[src/rtl/lsu_controller_pkg.sv]
// Shared types for the load/store unit: memory-op encoding, FSM states and size codes.
// Op encoding is {store, unsigned, size[1:0]}; size 2'b11 is reserved for MEM_NOP.
package core;

   localparam int unsigned MEM_OP_BITS = 4;
   localparam logic        STORE_PRFX  = 1'b1;

   localparam logic [1:0] MEM_SZ_B = 2'b00;
   localparam logic [1:0] MEM_SZ_H = 2'b01;
   localparam logic [1:0] MEM_SZ_W = 2'b10;

   typedef enum logic [MEM_OP_BITS-1:0] {
      LB      = 4'b0000,
      LH      = 4'b0001,
      LW      = 4'b0010,
      MEM_NOP = 4'b0011,
      LBU     = 4'b0100,
      LHU     = 4'b0101,
      SB      = 4'b1000,
      SH      = 4'b1001,
      SW      = 4'b1010
   } mem_op_t;

   typedef enum logic [1:0] {IDLE, REQ, WAIT, DONE} lsu_state_t;

   function automatic logic is_store(mem_op_t op);
      return op[MEM_OP_BITS-1] == STORE_PRFX;
   endfunction

endpackage

[src/rtl/lsu_controller_if.sv]
// Data-memory port: req/gnt/rvalid handshake with byte-enabled word writes.
interface lsu_controller_if;

   logic        req;
   logic        we;
   logic [3:0]  be;
   logic [31:0] addr;
   logic [31:0] wdata;
   logic        gnt;
   logic        rvalid;
   logic [31:0] rdata;

   modport master (output req, we, be, addr, wdata, input gnt, rvalid, rdata);
   modport slave  (input req, we, be, addr, wdata, output gnt, rvalid, rdata);

endinterface

[src/rtl/lsu_controller_align.sv]
// Combinational lane logic: byte enables, store replication, load extraction, alignment check.
module lsu_align
   import core::*;
(
   input  mem_op_t     op,
   input  logic [1:0]  addr_lo,
   input  logic [31:0] wdata,
   input  logic [31:0] rdata,
   output logic [3:0]  be,
   output logic [31:0] wdata_sh,
   output logic [31:0] rdata_ext,
   output logic        misaligned
);

   logic [31:0] rdata_sh;

   assign rdata_sh = rdata >> {addr_lo, 3'b000};

   always_comb begin
      be         = '0;
      wdata_sh   = wdata;
      rdata_ext  = rdata;
      misaligned = 1'b0;
      case (op[1:0])
         MEM_SZ_B: begin
            be        = 4'b0001 << addr_lo;
            wdata_sh  = {4{wdata[7:0]}};
            rdata_ext = op[2] ? {24'h0, rdata_sh[7:0]} : {{24{rdata_sh[7]}}, rdata_sh[7:0]};
         end
         MEM_SZ_H: begin
            be         = 4'b0011 << addr_lo;
            wdata_sh   = {2{wdata[15:0]}};
            rdata_ext  = op[2] ? {16'h0, rdata_sh[15:0]} : {{16{rdata_sh[15]}}, rdata_sh[15:0]};
            misaligned = addr_lo[0];
         end
         MEM_SZ_W: begin
            be         = '1;
            misaligned = |addr_lo;
         end
         default: ;
      endcase
   end

endmodule

[src/rtl/lsu_controller.sv]
// Load/store sequencer: one access per instruction, stalls the pipeline while outstanding,
// aborts on bus timeout and rejects misaligned accesses.
module lsu_controller
   import core::*;
#(
   parameter int unsigned TIMEOUT_CYCLES = 16,
   parameter int unsigned CNT_W          = $clog2(TIMEOUT_CYCLES + 1)
) (
   input  logic              clk_i,
   input  logic              rst_ni,
   input  logic              req_valid_i,
   input  mem_op_t           mem_op_i,
   input  logic [31:0]       addr_i,
   input  logic [31:0]       wdata_i,
   output logic              stall_o,
   output logic              ld_valid_o,
   output logic [31:0]       ld_data_o,
   output logic              misalign_o,
   output logic              timeout_o,
   lsu_controller_if.master  dmem
);

   lsu_state_t       state;
   mem_op_t          op_q;
   logic [1:0]       addr_lo_q;
   logic [CNT_W-1:0] cnt;
   logic             accept;
   logic             last_cycle;
   mem_op_t          align_op;
   logic [1:0]       align_lo;
   logic [3:0]       be;
   logic [31:0]      wdata_sh;
   logic [31:0]      rdata_ext;
   logic             misaligned;

   assign accept     = (state == IDLE) && req_valid_i && (mem_op_i != MEM_NOP);
   assign last_cycle = (cnt == CNT_W'(TIMEOUT_CYCLES - 1));

   // One lane unit serves both directions: inputs drive it at accept, latched op afterwards.
   assign align_op = (state == IDLE) ? mem_op_i : op_q;
   assign align_lo = (state == IDLE) ? addr_i[1:0] : addr_lo_q;

   assign stall_o = (accept && !misaligned) || (state == REQ) || (state == WAIT);

   lsu_align u_align (
      .op         (align_op),
      .addr_lo    (align_lo),
      .wdata      (wdata_i),
      .rdata      (dmem.rdata),
      .be         (be),
      .wdata_sh   (wdata_sh),
      .rdata_ext  (rdata_ext),
      .misaligned (misaligned)
   );

   always_ff @(posedge clk_i or negedge rst_ni) begin
      if (!rst_ni) begin
         state      <= IDLE;
         op_q       <= MEM_NOP;
         addr_lo_q  <= '0;
         cnt        <= '0;
         ld_valid_o <= 1'b0;
         ld_data_o  <= '0;
         misalign_o <= 1'b0;
         timeout_o  <= 1'b0;
         dmem.req   <= 1'b0;
         dmem.we    <= 1'b0;
         dmem.be    <= '0;
         dmem.addr  <= '0;
         dmem.wdata <= '0;
      end else begin
         ld_valid_o <= 1'b0;
         misalign_o <= 1'b0;
         timeout_o  <= 1'b0;
         case (state)
            IDLE: begin
               if (accept) begin
                  if (misaligned) begin
                     misalign_o <= 1'b1;
                  end else begin
                     op_q       <= mem_op_i;
                     addr_lo_q  <= addr_i[1:0];
                     cnt        <= '0;
                     dmem.req   <= 1'b1;
                     dmem.we    <= is_store(mem_op_i);
                     dmem.be    <= be;
                     dmem.addr  <= {addr_i[31:2], 2'b00};
                     dmem.wdata <= wdata_sh;
                     state      <= REQ;
                  end
               end
            end
            REQ: begin
               if (dmem.gnt && (is_store(op_q) || dmem.rvalid)) begin
                  dmem.req <= 1'b0;
                  if (!is_store(op_q)) begin
                     ld_data_o  <= rdata_ext;
                     ld_valid_o <= 1'b1;
                  end
                  state <= DONE;
               end else if (last_cycle) begin
                  dmem.req  <= 1'b0;
                  timeout_o <= 1'b1;
                  state     <= IDLE;
               end else begin
                  cnt <= cnt + 1'b1;
                  if (dmem.gnt) begin
                     dmem.req <= 1'b0;
                     state    <= WAIT;
                  end
               end
            end
            WAIT: begin
               if (dmem.rvalid) begin
                  ld_data_o  <= rdata_ext;
                  ld_valid_o <= 1'b1;
                  state      <= DONE;
               end else if (last_cycle) begin
                  timeout_o <= 1'b1;
                  state     <= IDLE;
               end else begin
                  cnt <= cnt + 1'b1;
               end
            end
            DONE: state <= IDLE;
            default: state <= IDLE;
         endcase
      end
   end

endmodule

[src/flat_wrapper.sv]
// flat-port wrapper written by rule: the top's interface ports become plain ports
module lsu_controller_flat import core::*;
#(
   parameter int unsigned TIMEOUT_CYCLES = 16,
   parameter int unsigned CNT_W          = $clog2(TIMEOUT_CYCLES + 1)
)
  (clk_i, rst_ni, req_valid_i, mem_op_i, addr_i, wdata_i, stall_o, ld_valid_o, ld_data_o, misalign_o, timeout_o, dmem_req, dmem_we, dmem_be, dmem_addr, dmem_wdata, dmem_gnt, dmem_rvalid, dmem_rdata);
  lsu_controller_if dmem_i ();
  input  logic clk_i;
  input  logic rst_ni;
  input  logic req_valid_i;
  input  mem_op_t mem_op_i;
  input  logic [31:0] addr_i;
  input  logic [31:0] wdata_i;
  output logic stall_o;
  output logic ld_valid_o;
  output logic [31:0] ld_data_o;
  output logic misalign_o;
  output logic timeout_o;
  output wire logic [$bits(dmem_i.req)-1:0] dmem_req;
  output wire logic [$bits(dmem_i.we)-1:0] dmem_we;
  output wire logic [$bits(dmem_i.be)-1:0] dmem_be;
  output wire logic [$bits(dmem_i.addr)-1:0] dmem_addr;
  output wire logic [$bits(dmem_i.wdata)-1:0] dmem_wdata;
  input wire logic [$bits(dmem_i.gnt)-1:0] dmem_gnt;
  input wire logic [$bits(dmem_i.rvalid)-1:0] dmem_rvalid;
  input wire logic [$bits(dmem_i.rdata)-1:0] dmem_rdata;
  assign dmem_req = dmem_i.req;
  assign dmem_we = dmem_i.we;
  assign dmem_be = dmem_i.be;
  assign dmem_addr = dmem_i.addr;
  assign dmem_wdata = dmem_i.wdata;
  assign dmem_i.gnt = dmem_gnt;
  assign dmem_i.rvalid = dmem_rvalid;
  assign dmem_i.rdata = dmem_rdata;
  lsu_controller #(.TIMEOUT_CYCLES(TIMEOUT_CYCLES), .CNT_W(CNT_W)) u_core (.clk_i(clk_i), .rst_ni(rst_ni), .req_valid_i(req_valid_i), .mem_op_i(mem_op_i), .addr_i(addr_i), .wdata_i(wdata_i), .stall_o(stall_o), .ld_valid_o(ld_valid_o), .ld_data_o(ld_data_o), .misalign_o(misalign_o), .timeout_o(timeout_o), .dmem(dmem_i));
endmodule
[config.mk]
export PLATFORM = sky130hd
export DESIGN_NAME = lsu_controller_flat
export DESIGN_NICKNAME = d
export VERILOG_FILES = /design/src/rtl/lsu_controller_pkg.sv /design/src/rtl/lsu_controller_if.sv /design/src/rtl/lsu_controller_align.sv /design/src/rtl/lsu_controller.sv /design/src/flat_wrapper.sv
export SDC_FILE = /design/constraint.sdc
export NUM_CORES = 1
export LEC_CHECK = 0
export CORE_ASPECT_RATIO = 1.75
export CORE_MARGIN = 3
export CORE_UTILIZATION = 40
export CTS_CLUSTER_DIAMETER = 30
export DETAILED_ROUTE_END_ITERATION = 16
export PLACE_DENSITY_LB_ADDON = 0.12
export SLEW_MARGIN = 20
export SYNTH_ARGS = -nofsm -noshare
export SYNTH_HDL_FRONTEND = slang
export SYNTH_SLANG_ARGS = --single-unit
[constraint.sdc]
create_clock -name clk_i -period 4.84 [get_ports clk_i]
set_input_delay 0.484 -clock clk_i [delete_from_list [all_inputs] [get_ports clk_i]]
set_output_delay 0.484 -clock clk_i [all_outputs]
set_load 0.02 [all_outputs]
Word level (Yosys, flattened, before mapping)

Index checks and enable logic that the tools add are counted.

Bits in registers: 116
Latch bits: 0
Memory bits (writable): 0
Bits in read-only memories: 0
Logic and storage cells: 96
Memories kept: 0

Add/sub/neg operators: 1
Multipliers: 0
Div/mod/pow operators: 0
Magnitude comparators: 0
Eq/ne operators: 16
Shift operators: 3
Multiplexer cells: 43
Bitwise gates (word level): 1
Reductions and logical operators: 19

Operators by type and width:

| kind                                                              | count |
|---|---|
| 32-bit case mux with 2 select lines                               | 3 |
| 32-bit 2-to-1 mux                                                 | 5 |
| 32-bit by 5-bit right shift with 16-bit output                    | 1 |
| 5-bit 2-to-1 mux                                                  | 5 |
| 2-bit 2-to-1 mux                                                  | 8 |
| 5-bit case mux with 3 select lines                                | 1 |
| 1-bit 2-to-1 mux                                                  | 14 |
| 2-bit != test, second input constant                              | 6 |
| 4-bit case mux with 3 select lines                                | 1 |
| 4-bit AND reduction                                               | 3 |
| 1-bit case mux with 2 select lines                                | 4 |
| 2-bit case mux with 4 select lines                                | 1 |
| 2-bit == test, second input constant                              | 3 |
| 5-bit by 1-bit adder with 5-bit output, second input constant     | 1 |
| 5-bit by 4-bit == test with 1-bit output, second input constant   | 1 |
| 5-bit AND reduction                                               | 1 |
| 2-bit by 1-bit == test with 1-bit output, second input constant   | 2 |
| 1-bit logical AND                                                 | 4 |
| 2-bit zero test                                                   | 2 |
| 4-bit by 2-bit != test with 1-bit output, second input constant   | 1 |
| 4-bit by 3-bit != test with 1-bit output, second input constant   | 1 |
| 2-bit nonzero test                                                | 2 |
| 1-bit by 2-bit left shift with 4-bit output, first input constant | 1 |
| 2-bit by 2-bit left shift with 4-bit output, first input constant | 1 |
| 9 further kinds                                                   | 11 |

Depth between registers and ports, before layout

Gate-level depths: netlist of run 1.

Depth in word-level cells: 8
Gate-level depth with buffers: 13
Mapped depth without buffers: 9

By module

A second synthesis of run 1 with hierarchy kept.

Cell total of the unflattened synthesis: 507
Area total of the unflattened synthesis: 5,933.2 µm²

Modules (own cells, without submodules):

| module         | instances | cells each | area an instance (µm²) | seq. area each (µm²) |
|---|---|---|---|---|
| lsu_controller | 1         | 302        | 4,669.5                | 2,880.3 |
| lsu_align      | 1         | 205        | 1,263.7                | 0.0 |

Worst setup path before layout of run 1

Ideal clock, no wire load.

Path type: register to output
From: reg u_core.state[0]
To: out stall_o
Arrival: 2.932 ns
Data required time: 4.356 ns
Setup slack: 1.424 ns
Stages on the path, launching flop included: 13
Buffers on the path: 5
Path through: dfrtp_1 inv_1 ha_1 buf_6 mux2i_1 clkbuf_1 clkbuf_1 ha_1 a21oi_1 o31ai_4 buf_4 buf_2 nand2_1

Longest elaborated chain between the ends: 8

Ends and longest elaborated chain:

| item                                                 | line                                                             | text |
|---|---|---|
| start: declaration                                   | lsu_controller.sv:23                                             | `lsu_state_t state;` |
| start signal: assignment                             | lsu_controller.sv:58                                             | `state <= IDLE;` |
| start signal: assignment                             | lsu_controller.sv:89                                             | `state <= REQ;` |
| start signal: assignment                             | lsu_controller.sv:100                                            | `state <= DONE;` |
| 2-bit zero test                                      | lsu_controller.sv:36, lsu_controller.sv:40, lsu_controller.sv:41 |  |
| 3-bit 2-to-1 mux or 2-bit 2-to-1 mux (tied branches) | lsu_controller.sv:40, lsu_controller.sv:41                       |  |
| 2-bit == test, or another cell as far along          | lsu_controller_align.sv:24                                       | `case (op[1:0])` |
| 1-bit case mux with 2 select lines                   | lsu_controller_align.sv:24                                       |  |
| 1-bit zero test                                      | lsu_controller.sv:43                                             | `assign stall_o = (accept && !misaligned) \|\| (state == REQ) \|\| (state == WAIT);` |
| 1-bit logical AND                                    | lsu_controller.sv:43                                             |  |
| 1-bit logical OR                                     | lsu_controller.sv:43                                             |  |
| 1-bit logical OR *                                   | lsu_controller.sv:43                                             |  |
| end: declaration                                     | flat_wrapper.sv:15                                               | `output logic stall_o;` |

Mark *: on every way between the ends. The rest lies on a longest branch, timed or not.

Final worst setup path of run 1

Same ends and word-level chain as after synthesis.

==> results of run 1 <==
## power groups by stage
stage                     Clock [mW]  Combinational [mW]  Sequential, mW
after global placement             0                3.51            1.68
after detailed placement           0                3.60            1.70
after global routing            1.32                3.87            1.75
after floorplan                    0                1.72            2.15
final                           1.25                3.57            1.69
after CTS                       1.27                3.61            1.69
## critical path, delay by kind of cell (launching register included)
kind	cells	cell delay (ps)
multiplexers	1	330
AO/OA/AOI/OAI	2	370
adder cells (fa/ha/maj)	2	710
AND/OR/NAND/NOR	1	80
flip-flops	1	400
buffers and inverters	4	1170
## cell families (layout without fill, tap and decap cells)
group	count (synthesis)	in the layout	share of synthesized area, %
AND/OR/NAND/NOR	170	170	13.6
multiplexers	63	63	12.9
flip-flops	115	115	49.9
buffers and inverters	46	254	3.99
other	1	3	0.0650
AO/OA/AOI/OAI	142	142	17.6
adder cells (fa/ha/maj)	9	9	1.95
## state kept, by name (all words and copies together), names as in the netlist
register           cells
u_core.misalign_o      1
u_core.dmem.be         4
u_core.addr_lo_q       2
u_core.ld_data_o      32
u_core.dmem.addr      30
u_core.dmem.wdata     32
u_core.op_q            4
u_core.state           2
u_core.dmem.req        1
u_core.cnt             5
u_core.ld_valid_o      1
u_core.timeout_o       1
## cell usage in the layout, fill, tap and decap left out, drive strengths merged, types with 16 or more instances in the layout
cell	netlist	final
a21oi	18	18
a22oi	19	19
clkbuf	17	18
clkdlybuf4s50	0	207
dfrtp	113	113
mux2	47	47
nand2	83	83
nor2	35	35
o21ai	36	36
o221ai	16	16
o31ai	22	22
## metrics by stage
stage / instance area (sq um) / instances
detailed placement: 7960 / 900
CTS: 8550 / 932
global route: 8550 / 932
global placement: 7960 / 900
floorplan: 5780 / 547
finish: 8560 / 933
## cell type report
type,count,area (sq um)
inverters,7,26.3
diodes,1,2.50
well taps,177,221
flip-flops and latches,115,2880
fillers,1221,5420
clock inverters,14,151
repair buffers,215,2140
clock buffers,18,439
multi-input cells,386,2690
## cells in the mapped netlist, types with 2 or more instances
master	count	share of area, %
dfrtp_1	113	49
clkbuf_1	17	1.1
nand2_1	83	5.4
o2bb2ai_1	3	0.46
nor4bb_1	2	0.35
o31ai_1	21	2.7
or2_2	2	0.22
nor3_1	3	0.26
nor2b_1	2	0.22
dfstp_2	2	0.91
buf_6	3	0.59
and3_1	12	1.3
a21oi_1	18	1.6
nand3_1	8	0.69
buf_1	3	0.20
and3b_1	3	0.46
nor3b_1	3	0.39
a211oi_1	2	0.26
nand2b_1	10	1.1
a221oi_1	8	1.2
mux2_2	47	9.2
a22o_1	5	0.76
mux2i_1	11	1.9
nor2_1	34	2.2
o32a_1	2	0.35
ha_1	9	2.0
inv_1	6	0.39
a22oi_1	18	2.3
o221ai_1	16	2.4
mux4_2	3	1.2
o21ai_0	35	3.0
buf_2	10	0.87
a31oi_1	4	0.43
buf_4	6	0.78
## worst min path at each step
stage | start | end | depth (start not counted)
6_report | rst_ni | u_core.ld_data_o[29] | 1
5_1_grt | rst_ni | u_core.ld_data_o[29] | 1
4_1_cts | rst_ni | u_core.ld_data_o[29] | 1
3_5_place_dp | u_core.ld_data_o[1] | u_core.ld_data_o[1] | 2
3_3_place_gp | u_core.dmem.wdata[10] | u_core.dmem.wdata[10] | 2
2_1_floorplan | rst_ni | u_core.addr_lo_q[0] | 0
## per-layer routing
metal | vias to the layer above | part of all wire, % | track usage, %
met5 | - | 0 | 0
met4 | 0 | 2.4 | 8.18
met3 | 24 | 7.0 | 5.79
met2 | 228 | 54 | 39.2
met1 | 2487 | 37 | 24.5
li1 | 2390 | - | -
==> results_dict.tcl, run 1 <==
set metrics [dict create \
    slew_headroom_pct 39.9 \
    max-vdd-ir-drop_mv 0.362 \
    hold_buffers 0 \
    syn_avg_cell_area_sq_um 10.6 \
    path_common_cell "ha_1" \
    routed_wirelength_um 17600 \
    synthesis.area_sq_um 5770 \
    hpwl_um 12800 \
    yosysSeqAreaShare_pct 49.9 \
    grt_pass1_vias 5283 \
    rows 57 \
    port_buffers 208 \
    fmax_ghz 0.253 \
    skew_ps 10.1 \
    dieWidth_um 96.8 \
    synth-edff-count 0 \
    slowest_stage "clkdlybuf4s50_1" \
    htreeDepth 4 \
    synthFlopType "dfrtp_1" \
    swShare_pct 41.4 \
    start_kind "flop" \
    grt_overflow 0 \
    reg2reg_slack_ps 1430 \
    pin_count 211 \
    routabilityCongestion 0.875 \
    layout_worst_path_cycle_share_pct 81.6 \
    post-place-ws_ps 1320 \
    clockPowerShare_pct 19.2 \
    hold_ws_ps 176 \
    finalWorstSetupSlack_ps 889 \
    path_class "flop to output port" \
    critPathMaxFanout 34 \
    dieHeight_um 165 \
    r2r_cells 8 \
    drv_slew 0 \
    power_density_nw_per_um2 761 \
    fp.dieArea_sq_um 16000 \
    synth-async-reset-ratio_pct 100 \
    crit_required_ps 4360 \
    combinationalPowerShare_pct 54.9 \
    post-cts-setup-buffer-count 0 \
    r2r_end "u_core.dmem.addr[16]" \
    rsz0062_at_grt "false" \
    first_iter_violations 289 \
    drive_gt1_share_pct 13.8 \
    cp_cell_sequence "inv_1 -> ha_1 -> mux2i_4 -> buf_4 -> inv_2 -> ha_1 -> a21oi_1 -> o31ai_4 -> nand2_1 -> clkdlybuf4s50_1" \
    timing.critical_path.to "stall_o" \
    area_delta_synth_final_pct 48.2 \
    fin_setup_tns_ps 0 \
    finalHoldViolCount 0 \
    clock_insertion_delay_worst_skew_ps 400 \
    ys_types 56 \
    drc 0 \
    cap_violations 0 \
    nets 856 \
    cts_made_buffers 17 \
    dr.pass1.iters 5 \
    clk_path_buf_depth 2 \
    yosys_warnings 0 \
    grt_max_degree 114 \
    p_leak_nw 3.58 \
    cts_tree "yes" \
    ys_seq_elements 115 \
    root_buffer "clkbuf_16" \
    vias 5129 \
    power_mw 6.51 \
    grt_pass1_wl_um 27600 \
    antenna_found_initial 0 \
    cp-end-kind "output port" \
    status "completed" \
    regToRegStartpoint "u_core.state[0]" \
    syn_inst 546 \
    ant_nets 0 \
    path_clk_slew_ps 60 \
    coreArea_sq_um 14000 \
    hold_path_class "input pin to asynchronous set/reset pin" \
    switchingPower_mw 2.70 \
    wire_per_inst_um 18.8 \
    routed_via_density 5.50 \
    arrival_ps 3470 \
    clock_sinks 115 \
    pwr-share-seq_pct 25.9 \
    finalSetupViolations 0 \
    worstSetupStartpoint "u_core.state[0]" \
    final_core_util_pct 61.2 \
    grt_usage_pct 21.7 \
    tightest_slew_ps 901 \
    crit_path_max_incr_delay_ps 640 \
    cts_resized 0 \
    min_period_ps 3950 \
    p_int_mw 3.81 \
    start_util_pct 41.3 \
]
Note: power is estimated with default switching activity, not from simulation.
==> run 2, diff against run 1 <==
==> constraint.sdc (replaced) <==
create_clock -name clk_i -period 3.39 [get_ports clk_i]
set_input_delay 0.339 -clock clk_i [delete_from_list [all_inputs] [get_ports clk_i]]
set_output_delay 0.339 -clock clk_i [all_outputs]
set_load 0.02 [all_outputs]
==> results_dict.tcl, run 2 (synthesis results as in run 1) <==
set metrics [dict create \
    p_leak_nw 3.62 \
    grt_usage_pct 22.4 \
    path_class "flop to flop" \
    drive_gt1_share_pct 14.4 \
    clk_path_buf_depth 2 \
    dieHeight_um 165 \
    critPathMaxFanout 43 \
    area_delta_synth_final_pct 49.4 \
    status "finished, violations left" \
    post-place-ws_ps 444 \
    wire_per_inst_um 19.2 \
    cts_made_buffers 17 \
    coreArea_sq_um 14000 \
    instances_no_fill 936 \
    nFillCells 1194 \
    finalSetupViolations 0 \
    power_mw 9.46 \
    power_density_nw_per_um2 1100 \
    vias 5158 \
    start_kind "flop" \
    cts_tree "yes" \
    skew_ps 10.6 \
    rows 57 \
    fmax_ghz 0.336 \
    grt_pass1_wl_um 28400 \
    mostFrequentLayoutCells "206 x clkdlybuf4s50_1, 113 x dfrtp_1, 83 x nand2_1" \
    place_area_sq_um 8010 \
    start_util_pct 41.3 \
    antenna_found_initial 0 \
    routed_wirelength_um 18000 \
    htreeDepth 4 \
    root_buffer "clkbuf_16" \
    antenna_cells 0 \
    crit_required_ps 3700 \
    finalHoldViolCount 1 \
    dieWidth_um 96.8 \
    grt_pass1_vias 5397 \
    layout_worst_path_cycle_share_pct 87.7 \
    hpwl_um 12800 \
    drc 0 \
    arrival_ps 3280 \
    path_clk_slew_ps 60 \
    hold_path_class "input pin to asynchronous set/reset pin" \
    min_period_ps 2970 \
    pin_count 211 \
    slew_headroom_pct 46.5 \
    tightest_slew_ps 803 \
    largest_registers "u_core.dmem.wdata: 32 flops, u_core.ld_data_o: 32 flops, u_core.dmem.addr: 30 flops" \
    grt_overflow 0 \
    dpl.cell_count 904 \
    clock_insertion_delay_worst_skew_ps 410 \
    hold_ws_ps -1.81 \
    nets 860 \
    first_iter_violations 266 \
    fin_setup_tns_ps 0 \
    grt_max_degree 114 \
    stdcell_area_sq_um 8630 \
    fp.dieArea_sq_um 16000 \
    cap_violations 0 \
    ant_nets 0 \
    violations "hold timing" \
    routed_via_density 5.51 \
    max-vdd-ir-drop_mv 0.611 \
    final_common_cell "clkdlybuf4s50_1" \
    dr.pass1.iters 5 \
    rsz0062_at_grt "false" \
    clock_sinks 115 \
    cp-end-kind "flop" \
    drv_slew 0 \
    finalWorstSetupSlack_ps 418 \
    port_buffers 208 \
    routabilityCongestion 0.850 \
]
==> run 2: path summary, 6_finish.rpt <==
check / startpoint / endpoint / slack [ps] / depth (start not counted)
setup / recovery: u_core.state[0] / u_core.ld_data_o[25] / 420 / 9
hold / removal: rst_ni / u_core.ld_data_o[26] / -2 / 1
setup reg to reg: u_core.state[0] / u_core.ld_data_o[25] / 420 / 9
hold reg to reg: u_core.dmem.wdata[22] / u_core.dmem.wdata[22] / 480 / 2
max in group asynchronous: rst_ni / u_core.dmem.wdata[29] / 2600 / 2
min in group clk_i: u_core.dmem.wdata[22] / u_core.dmem.wdata[22] / 480 / 2
==> run 2: what timing repair did <==
action,CTS,global route
buffers inserted,0,0
gates resized for setup,1,1
hold buffers,0,0
cloned,0,0
setup endpoints to repair,1,1
==> run 2: area by class of cell <==
type	instances	area, sq um	share of cell area (%)
clock buffer	18	439	5.09
clock inverter	14	176	2.04
inverter	7	26.3	0.305
multi-input combinational	386	2690	31.2
sequential	115	2880	33.4
tap	177	221	2.57
timing repair buffer	219	2190	25.4
==> run 2: metal layers <==
metal  share of wire (%)  GRT usage [%]  vias up
met2                  54           40.3      227
met5                   0              0        -
met4                 1.9           7.92        0
met3                 7.1           6.30       24
met1                  37           25.5     2512
li1                    -              -     2395
==> run 2: report_power, final <==
part / internal [mW] / switching [mW]
sequential: 2.04 / 0.379
combinational: 2.34 / 2.83
clock: 1.18 / 0.693
==> run 2: worst max-delay path: stages, from the launching register on <==
cell and delay (ps):
dfrtp_1 400, inv_1 100, ha_1 210, buf_4 230, mux2i_4 320, inv_2 60
buf_4 280, nor2_1 380, nand2_1 500, o221ai_1 380
==> run 2: stage by stage <==
stage / hold WS (ps) / utilization [%]
CTS: 29.4 / 61.7
floorplan: 43.4 / -
finish: -1.81 / 61.7
global placement: 460 / 57.3
detailed placement: 469 / 57.3
global route: 38.6 / 61.7
